==> src/rtl/rv32_cpu_issue_aligner_if.sv <==
// Fetch-side and issue-side handshake bundle for the RV32 issue aligner.
// The aligner uses the slave view; upstream fetch and downstream decode
// (or a testbench) use the master view.
interface rv32_cpu_issue_aligner_if;
   logic        i_fetch_valid;
   logic [31:0] i_fetch_data;
   logic        i_fetch_err;
   logic        o_fetch_ready;
   logic        o_issue_valid;
   logic [31:0] o_issue_instr;
   logic        o_issue_compr;
   logic        o_issue_err;
   logic        i_issue_ready;

   modport master (
      output i_fetch_valid, i_fetch_data, i_fetch_err, i_issue_ready,
      input  o_fetch_ready, o_issue_valid, o_issue_instr, o_issue_compr, o_issue_err
   );

   modport slave (
      input  i_fetch_valid, i_fetch_data, i_fetch_err, i_issue_ready,
      output o_fetch_ready, o_issue_valid, o_issue_instr, o_issue_compr, o_issue_err
   );
endinterface

==> src/rtl/rv32_cpu_issue_aligner.sv <==
// RV32 issue aligner: buffers 32-bit fetch words as halfwords and issues
// whole instructions, expanding 16-bit RVC encodings to their 32-bit form.
// Build option: define RV32_CPU_C_EXT_EN to enable compressed-instruction
// support (decompressor, 16-bit heads, odd-halfword redirect). Without it
// every head is 32-bit and the queue moves in whole words.
// QDEPTH_HW must be 4 or 8.

// RVC to RV32 expansion. Unrecognised encodings come out as the raw halfword
// zero-extended, which the downstream decoder sees as an illegal instruction.
module rv32_cpu_rvc_expand #(
   parameter int FPU_ENABLE = 1
) (
   input  logic [15:0] c,
   output logic [31:0] instr
);
   logic [4:0] rd, rs2, rdp, rs1p;

   assign rd   = c[11:7];
   assign rs2  = c[6:2];
   assign rdp  = {2'b01, c[4:2]};
   assign rs1p = {2'b01, c[9:7]};

   // Decode quadrant and funct3, build the equivalent 32-bit encoding.
   always_comb begin
      instr = {16'h0000, c};
      case (c[1:0])
         2'b00: begin
            case (c[15:13])
               3'b000: if (c[12:5] != 8'h00)
                  instr = {2'b00, c[10:7], c[12:11], c[5], c[6], 2'b00, 5'd2, 3'b000, rdp, 7'h13};
               3'b010: instr = {5'b0, c[5], c[12:10], c[6], 2'b00, rs1p, 3'b010, rdp, 7'h03};
               3'b011: if (FPU_ENABLE != 0)
                  instr = {5'b0, c[5], c[12:10], c[6], 2'b00, rs1p, 3'b010, rdp, 7'h07};
               3'b110: instr = {5'b0, c[5], c[12], rdp, rs1p, 3'b010, c[11:10], c[6], 2'b00, 7'h23};
               3'b111: if (FPU_ENABLE != 0)
                  instr = {5'b0, c[5], c[12], rdp, rs1p, 3'b010, c[11:10], c[6], 2'b00, 7'h27};
               default: ;
            endcase
         end
         2'b01: begin
            case (c[15:13])
               3'b000: instr = {{7{c[12]}}, c[6:2], rd, 3'b000, rd, 7'h13};
               3'b001: instr = {c[12], c[8], c[10:9], c[6], c[7], c[2], c[11], c[5:3],
                                c[12], {8{c[12]}}, 5'd1, 7'h6f};
               3'b010: instr = {{7{c[12]}}, c[6:2], 5'd0, 3'b000, rd, 7'h13};
               3'b011: begin
                  if (rd == 5'd2) begin
                     if ({c[12], c[6:2]} != 6'd0)
                        instr = {{3{c[12]}}, c[4:3], c[5], c[2], c[6], 4'b0000, 5'd2, 3'b000, 5'd2, 7'h13};
                  end else if ({c[12], c[6:2]} != 6'd0) begin
                     instr = {{15{c[12]}}, c[6:2], rd, 7'h37};
                  end
               end
               3'b100: begin
                  case (c[11:10])
                     2'b00: instr = {7'b0000000, c[6:2], rs1p, 3'b101, rs1p, 7'h13};
                     2'b01: instr = {7'b0100000, c[6:2], rs1p, 3'b101, rs1p, 7'h13};
                     2'b10: instr = {{7{c[12]}}, c[6:2], rs1p, 3'b111, rs1p, 7'h13};
                     default: begin
                        if (!c[12]) begin
                           case (c[6:5])
                              2'b00:   instr = {7'b0100000, rdp, rs1p, 3'b000, rs1p, 7'h33};
                              2'b01:   instr = {7'b0000000, rdp, rs1p, 3'b100, rs1p, 7'h33};
                              2'b10:   instr = {7'b0000000, rdp, rs1p, 3'b110, rs1p, 7'h33};
                              default: instr = {7'b0000000, rdp, rs1p, 3'b111, rs1p, 7'h33};
                           endcase
                        end
                     end
                  endcase
               end
               3'b101: instr = {c[12], c[8], c[10:9], c[6], c[7], c[2], c[11], c[5:3],
                                c[12], {8{c[12]}}, 5'd0, 7'h6f};
               3'b110: instr = {{4{c[12]}}, c[6:5], c[2], 5'd0, rs1p, 3'b000, c[11:10], c[4:3], c[12], 7'h63};
               default: instr = {{4{c[12]}}, c[6:5], c[2], 5'd0, rs1p, 3'b001, c[11:10], c[4:3], c[12], 7'h63};
            endcase
         end
         2'b10: begin
            case (c[15:13])
               3'b000: instr = {7'b0000000, c[6:2], rd, 3'b001, rd, 7'h13};
               3'b010: if (rd != 5'd0)
                  instr = {4'b0000, c[3:2], c[12], c[6:4], 2'b00, 5'd2, 3'b010, rd, 7'h03};
               3'b011: if (FPU_ENABLE != 0)
                  instr = {4'b0000, c[3:2], c[12], c[6:4], 2'b00, 5'd2, 3'b010, rd, 7'h07};
               3'b100: begin
                  if (!c[12]) begin
                     if (rs2 == 5'd0) begin
                        if (rd != 5'd0) instr = {12'h000, rd, 3'b000, 5'd0, 7'h67};
                     end else begin
                        instr = {7'b0000000, rs2, 5'd0, 3'b000, rd, 7'h33};
                     end
                  end else if (rs2 == 5'd0) begin
                     if (rd == 5'd0) instr = 32'h0010_0073;
                     else            instr = {12'h000, rd, 3'b000, 5'd1, 7'h67};
                  end else begin
                     instr = {7'b0000000, rs2, rd, 3'b000, rd, 7'h33};
                  end
               end
               3'b110: instr = {4'b0000, c[8:7], c[12], rs2, 5'd2, 3'b010, c[11:9], 2'b00, 7'h23};
               3'b111: if (FPU_ENABLE != 0)
                  instr = {4'b0000, c[8:7], c[12], rs2, 5'd2, 3'b010, c[11:9], 2'b00, 7'h27};
               default: ;
            endcase
         end
         default: ;
      endcase
   end
endmodule

module rv32_cpu_issue_aligner #(
   parameter int FPU_ENABLE = 1,
   parameter int QDEPTH_HW  = 4
) (
   input  logic                   i_clk,
   input  logic                   i_rstn,
   input  logic                   i_flush,
   input  logic                   i_flush_pc1,
   rv32_cpu_issue_aligner_if.slave bus
);
   localparam int PTR_W = $clog2(QDEPTH_HW);
   localparam int CNT_W = PTR_W + 1;
   localparam logic [CNT_W-1:0] DEPTH = CNT_W'(QDEPTH_HW);

   typedef enum logic {ST_RUN, ST_SKIP} state_t;

   state_t           state_q, state_d;
   logic [15:0]      q_data [QDEPTH_HW];
   logic             q_err  [QDEPTH_HW];
   logic [PTR_W-1:0] rd_ptr, wr_ptr, rd_ptr1, wr_ptr1;
   logic [CNT_W-1:0] count, need_n, pop_amt, push_amt, free_n;
   logic [15:0]      head0, head1;
   logic             head_32, issue_vld, pop, push, fetch_rdy;

   assign rd_ptr1 = rd_ptr + 1'b1;
   assign wr_ptr1 = wr_ptr + 1'b1;
   assign head0   = q_data[rd_ptr];
   assign head1   = q_data[rd_ptr1];

`ifdef RV32_CPU_C_EXT_EN
   logic [31:0] exp_instr;

   rv32_cpu_rvc_expand #(.FPU_ENABLE(FPU_ENABLE)) u_expand (
      .c     (head0),
      .instr (exp_instr)
   );

   assign head_32           = (head0[1:0] == 2'b11);
   assign bus.o_issue_instr = head_32 ? {head1, head0} : exp_instr;
   assign bus.o_issue_compr = ~head_32;
`else
   logic unused_cfg;

   // Without compressed support the redirect halfword and FPU option have no effect.
   assign unused_cfg        = i_flush_pc1 ^ (FPU_ENABLE != 0);
   assign head_32           = 1'b1;
   assign bus.o_issue_instr = {head1, head0};
   assign bus.o_issue_compr = 1'b0;
`endif

   // Issue is a function of registered occupancy only; a flush masks it.
   assign need_n    = head_32 ? CNT_W'(2) : CNT_W'(1);
   assign issue_vld = ~i_flush & (count >= need_n);
   assign pop       = issue_vld & bus.i_issue_ready;
   assign pop_amt   = pop ? need_n : '0;

   // Room is judged after this cycle's pop so a full queue can stream.
   assign free_n    = DEPTH - count + pop_amt;
   assign fetch_rdy = i_rstn & ~i_flush & (free_n >= CNT_W'(2));
   assign push      = bus.i_fetch_valid & fetch_rdy;
   assign push_amt  = !push ? '0 : ((state_q == ST_SKIP) ? CNT_W'(1) : CNT_W'(2));

   assign bus.o_fetch_ready = fetch_rdy;
   assign bus.o_issue_valid = issue_vld;
   assign bus.o_issue_err   = q_err[rd_ptr] | (head_32 & q_err[rd_ptr1]);

   // Next alignment state: a redirect to an odd halfword drops the next low half.
   always_comb begin
      state_d = state_q;
      if (i_flush) begin
`ifdef RV32_CPU_C_EXT_EN
         state_d = i_flush_pc1 ? ST_SKIP : ST_RUN;
`else
         state_d = ST_RUN;
`endif
      end else if (push) begin
         state_d = ST_RUN;
      end
   end

   // Control state: pointers, occupancy and alignment; flush clears the queue.
   always_ff @(posedge i_clk or negedge i_rstn) begin
      if (!i_rstn) begin
         rd_ptr  <= '0;
         wr_ptr  <= '0;
         count   <= '0;
         state_q <= ST_RUN;
      end else if (i_flush) begin
         rd_ptr  <= '0;
         wr_ptr  <= '0;
         count   <= '0;
         state_q <= state_d;
      end else begin
         state_q <= state_d;
         count   <= count - pop_amt + push_amt;
         rd_ptr  <= rd_ptr + PTR_W'(pop_amt);
         wr_ptr  <= wr_ptr + PTR_W'(push_amt);
      end
   end

   // Halfword storage, written low half first; contents need no reset.
   always_ff @(posedge i_clk) begin
      if (push) begin
         if (state_q == ST_SKIP) begin
            q_data[wr_ptr]  <= bus.i_fetch_data[31:16];
            q_err[wr_ptr]   <= bus.i_fetch_err;
         end else begin
            q_data[wr_ptr]  <= bus.i_fetch_data[15:0];
            q_err[wr_ptr]   <= bus.i_fetch_err;
            q_data[wr_ptr1] <= bus.i_fetch_data[31:16];
            q_err[wr_ptr1]  <= bus.i_fetch_err;
         end
      end
   end
endmodule

==> src/flat_wrapper.sv <==
// flat-port wrapper written by rule: the top's interface ports become plain ports
module rv32_cpu_issue_aligner_flat 
#(
   parameter int FPU_ENABLE = 1,
   parameter int QDEPTH_HW  = 4
)
  (i_clk, i_rstn, i_flush, i_flush_pc1, bus_i_fetch_valid, bus_i_fetch_data, bus_i_fetch_err, bus_i_issue_ready, bus_o_fetch_ready, bus_o_issue_valid, bus_o_issue_instr, bus_o_issue_compr, bus_o_issue_err);
  rv32_cpu_issue_aligner_if bus_i ();
  input  logic i_clk;
  input  logic i_rstn;
  input  logic i_flush;
  input  logic i_flush_pc1;
  input wire logic [$bits(bus_i.i_fetch_valid)-1:0] bus_i_fetch_valid;
  input wire logic [$bits(bus_i.i_fetch_data)-1:0] bus_i_fetch_data;
  input wire logic [$bits(bus_i.i_fetch_err)-1:0] bus_i_fetch_err;
  input wire logic [$bits(bus_i.i_issue_ready)-1:0] bus_i_issue_ready;
  output wire logic [$bits(bus_i.o_fetch_ready)-1:0] bus_o_fetch_ready;
  output wire logic [$bits(bus_i.o_issue_valid)-1:0] bus_o_issue_valid;
  output wire logic [$bits(bus_i.o_issue_instr)-1:0] bus_o_issue_instr;
  output wire logic [$bits(bus_i.o_issue_compr)-1:0] bus_o_issue_compr;
  output wire logic [$bits(bus_i.o_issue_err)-1:0] bus_o_issue_err;
  assign bus_i.i_fetch_valid = bus_i_fetch_valid;
  assign bus_i.i_fetch_data = bus_i_fetch_data;
  assign bus_i.i_fetch_err = bus_i_fetch_err;
  assign bus_i.i_issue_ready = bus_i_issue_ready;
  assign bus_o_fetch_ready = bus_i.o_fetch_ready;
  assign bus_o_issue_valid = bus_i.o_issue_valid;
  assign bus_o_issue_instr = bus_i.o_issue_instr;
  assign bus_o_issue_compr = bus_i.o_issue_compr;
  assign bus_o_issue_err = bus_i.o_issue_err;
  rv32_cpu_issue_aligner #(.FPU_ENABLE(FPU_ENABLE), .QDEPTH_HW(QDEPTH_HW)) u_core (.i_clk(i_clk), .i_rstn(i_rstn), .i_flush(i_flush), .i_flush_pc1(i_flush_pc1), .bus(bus_i));
endmodule
==> config.mk <==
export PLATFORM = sky130hd
export DESIGN_NAME = rv32_cpu_issue_aligner_flat
export DESIGN_NICKNAME = d
export VERILOG_FILES = /design/src/rtl/rv32_cpu_issue_aligner_if.sv /design/src/rtl/rv32_cpu_issue_aligner.sv /design/src/flat_wrapper.sv
export SDC_FILE = /design/constraint.sdc
export NUM_CORES = 1
export LEC_CHECK = 0
export ABC_AREA = 1
export BUFFER_PORTS_ARGS = -buffer_cell sky130_fd_sc_hd__buf_2
export CAP_MARGIN = 20
export CELL_PAD_IN_SITES_DETAIL_PLACEMENT = 0
export CELL_PAD_IN_SITES_GLOBAL_PLACEMENT = 2
export CORE_ASPECT_RATIO = 0.75
export CORE_MARGIN = 2
export CORE_UTILIZATION = 33
export CTS_CLUSTER_SIZE = 25
export DETAILED_ROUTE_END_ITERATION = 10
export GPL_ROUTABILITY_DRIVEN = 0
export PLACE_DENSITY_LB_ADDON = 0.1
export SYNTH_ARGS = -nofsm -noshare
export SYNTH_HDL_FRONTEND = slang
export SYNTH_SLANG_ARGS = --single-unit
==> constraint.sdc <==
create_clock -name i_clk -period 4.7 [get_ports i_clk]
set_input_delay 0.94 -clock i_clk [delete_from_list [all_inputs] [get_ports i_clk]]
set_output_delay 0.94 -clock i_clk [all_outputs]
set_load 0.02 [all_outputs]
==> After elaboration in Yosys (flattened, before gate mapping) <==
Memories as Yosys holds them, arrays and structs flattened.
Cells that the tools add are included.
{ "classes": {"n_addsub": 8, "n_lt_le_gt_ge": 2, "mux": 16, "n_bitwise": 9, "reduce_logical": 1} }
{ "ops": {"columns": ["operator", "n"], "rows": [
  ["$mux 16", 1],
  ["$mux 1", 9],
  ["$mux 2", 4],
  ["$add 3x3->3", 2],
  ["$ge 3x2->1 const B", 2],
  ["$mux 3", 2],
  ["$and 1x1->1", 5],
  ["$add 2x1->2 const B", 2],
  ["$add 2x2->2", 2],
  ["$or 1x1->1", 3],
  ["$sub 3x3->3", 1],
  ["$sub 3x3->3 const A", 1],
  ["$reduce_bool 2->1", 1],
  ["$not 1->1", 1]
]} }
{ "word_totals": {"ff_bits": 8, "ram_bits": 68, "inputBits": 39, "output_inout_bits": 36, "elab_cells": 42, "mem_count": 2} }
{ "memory_table": {"columns": ["memory", "depth", "word_bits", "read_ports", "rd_ports_with_merged_regs", "write_ports", "line", "text"], "rows": [
  ["u_core.q_data", 4, 16, 2, 0, 2, "rv32_cpu_issue_aligner.sv:126", "logic [15:0] q_data [QDEPTH_HW];"],
  ["u_core.q_err", 4, 1, 2, 0, 2, "rv32_cpu_issue_aligner.sv:127", "logic q_err [QDEPTH_HW];"]
]} }

==> Logic depth before layout (Yosys ltp) <==
{ "depth": {"depth_word": 11, "mapped_depth": 16} }

==> Worst setup path after synthesis <==
OpenSTA, ideal clock, no wires.
{ "synth_path": {"kind": "input port to flip-flop", "from": "input port i_flush", "to": "memory u_core.q_data[3][10] (data pin)", "setup_ns": 0.254, "t_arrival_ns": 4.019, "required_ns": 4.446, "path_slack_ns": 0.428, "stages": 14, "path_buffers": 3, "path_cell_list": "a21oi_1 -> nand2_1 -> inv_1 -> ha_1 -> nand3_4 -> nand3_4 -> buf_12 -> inv_1 -> ha_1 -> buf_2 -> inv_1 -> buf_1 -> nand3_1 -> nand2_1"} }
{ "synth_lines": {"columns": ["element", "line", "text"], "rows": [
  ["from (decl)", "flat_wrapper.sv:11", "input logic i_flush;"],
  ["to (decl)", "rv32_cpu_issue_aligner.sv:126", null]
]} }

==> Worst setup path after layout <==
{ "layout_path": {"from": "input port i_flush", "to": "output port bus_o_fetch_ready"} }
{ "layout_via": {"elab_chain_cells": 7, "word_cells_on_any_way": 8} }
{ "layout_rtl": {"columns": ["element", "line", "text"], "rows": [
  ["$not 1->1 (*)", "rv32_cpu_issue_aligner.sv:161, rv32_cpu_issue_aligner.sv:167", null],
  ["$and 1x1->1", "rv32_cpu_issue_aligner.sv:161", "assign issue_vld = ~i_flush & (count >= need_n);"],
  ["$and 1x1->1", "rv32_cpu_issue_aligner.sv:162", "assign pop = issue_vld & bus.i_issue_ready;"],
  ["$mux 2", "rv32_cpu_issue_aligner.sv:163", "assign pop_amt = pop ? need_n : '0;"],
  ["$add 3x3->3", "rv32_cpu_issue_aligner.sv:166", "assign free_n = DEPTH - count + pop_amt;"],
  ["$ge 3x2->1", "rv32_cpu_issue_aligner.sv:167", "assign fetch_rdy = i_rstn & ~i_flush & (free_n >= CNT_W'(2));"],
  ["$and 1x1->1 (*)", "rv32_cpu_issue_aligner.sv:167", null],
  ["to (decl)", "flat_wrapper.sv:17", "output wire logic [$bits(bus_i.o_fetch_ready)-1:0] bus_o_fetch_ready;"]
]} }
Mark *: on every way between the ends. The rest lies on a longest branch, timed or not.

==> summary.txt <==
STA
  • Total negative setup slack: 0 ns
  • Relative slew slack: 53.5%
  • Transition time at the pin with the least slew margin: 0.696 ns
  • FMAX: 304 MHz
  • Shortest period the worst path allows: 3.29 ns
  • Worst clock skew: 0.00578 ns
  • Pins over their slew limit: 0
  • Final Hold Fails: 0
  • Total setup violations reported at the end of the flow: 0
  • Final worst-path cycle share: 70.1%
  • Setup repair after global routing missed its margin: no

GRT
  • Via count of the first global-routing pass: 2693
  • Global-route wire length before repair: 14000 microns
  • GR Overflow Total: 0
  • Global-route total usage across every layer: 15.6%
  • Number of antenna violations at the first check in global routing: 0
  • Maximum number of pins on one net before global-route repair: 50

Clock network
  • Clock latency on the worst-skew pair: 0.33 ns
  • Post-CTS Setup Repair Bufs: 0
  • Post-CTS Hold Fix Bufs: 0
  • Depth of the CTS H-tree: 3
  • Library cell used as clock root buffer: clkbuf_16
  • CTS Buf Count: 9
  • Clock input transition at the sequential cells of the worst setup and hold paths: 0.06 ns
  • Sinks on the clock net: 70
  • Resized Gates After CTS: 0
  • Number of buffers on the longest clock path: 2
  • CTS tree: done

Route
  • Detailed-route vias per instance: 4.44
  • Antenna-violating nets left: 0
  • Number of DRC markers in iteration 0: 186
  • Detailed-route via count: 2792
  • DRT Wirelength: 8640 microns
  • Avg WL per Cell: 13.7 microns
  • Number of remaining DRC errors: 0
  • First-pass iteration count of the detailed router: 4

Pwr
  • IR drop worst, VDD: 0.000159 V
  • Pwr per Cell Area: 431 nW/um^2
  • Leakage power figure: 0.00209 uW

Synthesis
  • Total of flip-flops plus latches after synthesis: 70
  • Post-synth net total: 458
  • Post-Syn Area per Cell: 9.02 sq um
  • Sequential share of the synthesized area: 55.7%
  • Count of yosys warnings during synthesis: 0
  • Combined area of all synthesized cells: 3730 sq um
  • Area share of the largest cell type after synthesis: 53.1%
  • Cell variety after synth: 23
  • Cell type contributing the most total cell area after synthesis: edfxtp_1
  • Syn Inst Count: 414
  • Cell types occupying the most area after synthesis: edfxtp_1 53%, nand2_1 17%, and2_1 5.4%

Layout
  • Area growth, synth to finish: 19.8%
  • Final antenna diode count: 0
  • Final Core Density: 40.7%
  • Filler Cells Inserted: 1133
  • Commonest cells after routing, fill and taps aside: 174 x nand2_1, 72 x buf_2, 66 x edfxtp_1
  • Post-layout nets: 528
  • Fraction of final layout cells sized beyond drive strength 1: 21.5%
  • Most common cell after layout, fill and taps aside: nand2_1

Floorplanning
  • Die width: 127 microns
  • I/O Pins: 75
  • Die extent in y: 96.1 microns
  • Initial core utilization: 34.0%
  • Die footprint: 12200 sq um
  • Number of core rows: 33
  • Core Region: 11000 sq um

Placed design
  • Port Buffers: 72
  • HPWL after detailed placement: 5370 microns

Job
  • Max-Cap Viols: 0

Hold path
  • Worst min-delay path category: in -> async

Setup path
  • Startpoint types: input pin
  • CP Max Fanout: 18
  • Worst Path Class, Setup: in -> out
  • Endpoint type of the worst setup path: output port
  • CP Data Arrival Time: 2.35 ns
  • Worst reg2reg setup slack: 1.87 ns
  • Endpoint required time on the critical path: 3.76 ns

Outcome
  • Status: finished clean
==> metal layers <==
layer / vias to the layer above / global-route usage [%] / part of all wire (%)
met3: 7 / 4.17 / 6.1
met4: 0 / 5.40 / 0.90
met1: 1239 / 20.2 / 47
li1: 1464 / - / -
met2: 82 / 25.5 / 46
met5: - / 0 / 0
==> Yosys cell counts, drive strengths merged <==
cell type and n:
conb 1, nand3 35, dfrtp 4, nor2 3
edfxtp 66, xor2 1, a21oi 2, and2 32
o21ai 2, buf 10, clkbuf 9, fa 1
nand4 16, nand2 183, inv 45, ha 4
==> where the power goes <==
group	switching (uW)	leakage, uW	internal, uW
Sequential	10.6	0.000651	741
Combinational	418	0.00131	178
Clock	234	0.000131	347
Total	662	0.00209	1270
==> layout make-up <==
type                    instances  area [sq um]  area share, %
clock buffers                   9           225           5.03
clock inverters                 7          31.3          0.699
inverters                      45           169           3.78
multi-input cells             280          1390           31.0
flip-flops and latches         70          2080           46.5
well taps                     140           175           3.92
repair buffers                 78           405           9.06
==> worst max-delay path, stage by stage <==
cell     delay [ns]
buf_2          0.15
a21oi_1        0.16
nand2_1        0.13
inv_1          0.12
ha_1           0.27
nand3_4        0.28
nand2_1        0.09
inv_1          0.06
buf_2          0.15
==> final timing paths <==
kind	startpoint	end	cells after the start
worst min-delay path	i_rstn	u_core.wr_ptr[1]$_DFF_PN0_	1
max in group asynchronous	i_rstn	u_core.count[2]$_DFF_PN0_	1
min in group i_clk	u_core.count[2]$_DFF_PN0_	u_core.count[2]$_DFF_PN0_	2
worst max register to register	u_core.count[1]$_DFF_PN0_	u_core.count[2]$_DFF_PN0_	12
worst min register to register	u_core.count[2]$_DFF_PN0_	u_core.count[2]$_DFF_PN0_	2
worst max-delay path	i_flush	bus_o_fetch_ready	9
==> state kept, by name, indices dropped and copies added (netlist names) <==
| register | count |
|---|---|
| u_core.rd_ptr | 1 |
| u_core.count | 2 |
| u_core.q_data | 64 |
| u_core.q_err | 2 |
| u_core.wr_ptr | 1 |
==> cells by family (layout without fill, tap and decap cells) <==
group / Yosys count / after routing / share of synthesized area, %
adders and majority gates: 5 / 5 / 1.88
buffers and inverters: 64 / 139 / 7.30
other: 1 / 1 / 0.100
and+or+nand+nor: 269 / 269 / 34.2
xor gates and xnor gates: 1 / 1 / 0.235
AOI/OAI and AO/OA: 4 / 4 / 0.536
DFF: 70 / 70 / 55.7
==> metrics by stage <==
step	total power [uW]	instances	hold WS, ns	worst slack [ns]	cell area [sq um]
after CTS	1960	629	0.406	1.38	4470
after detailed placement	1370	613	0.649	1.28	4220
after global routing	2050	629	0.401	1.23	4470
final	1930	629	0.419	1.41	4470
after floorplan	1180	414	0.592	0.428	3730
after global placement	1370	613	0.626	1.29	4220
Note: power is estimated with default switching activity, not from simulation.
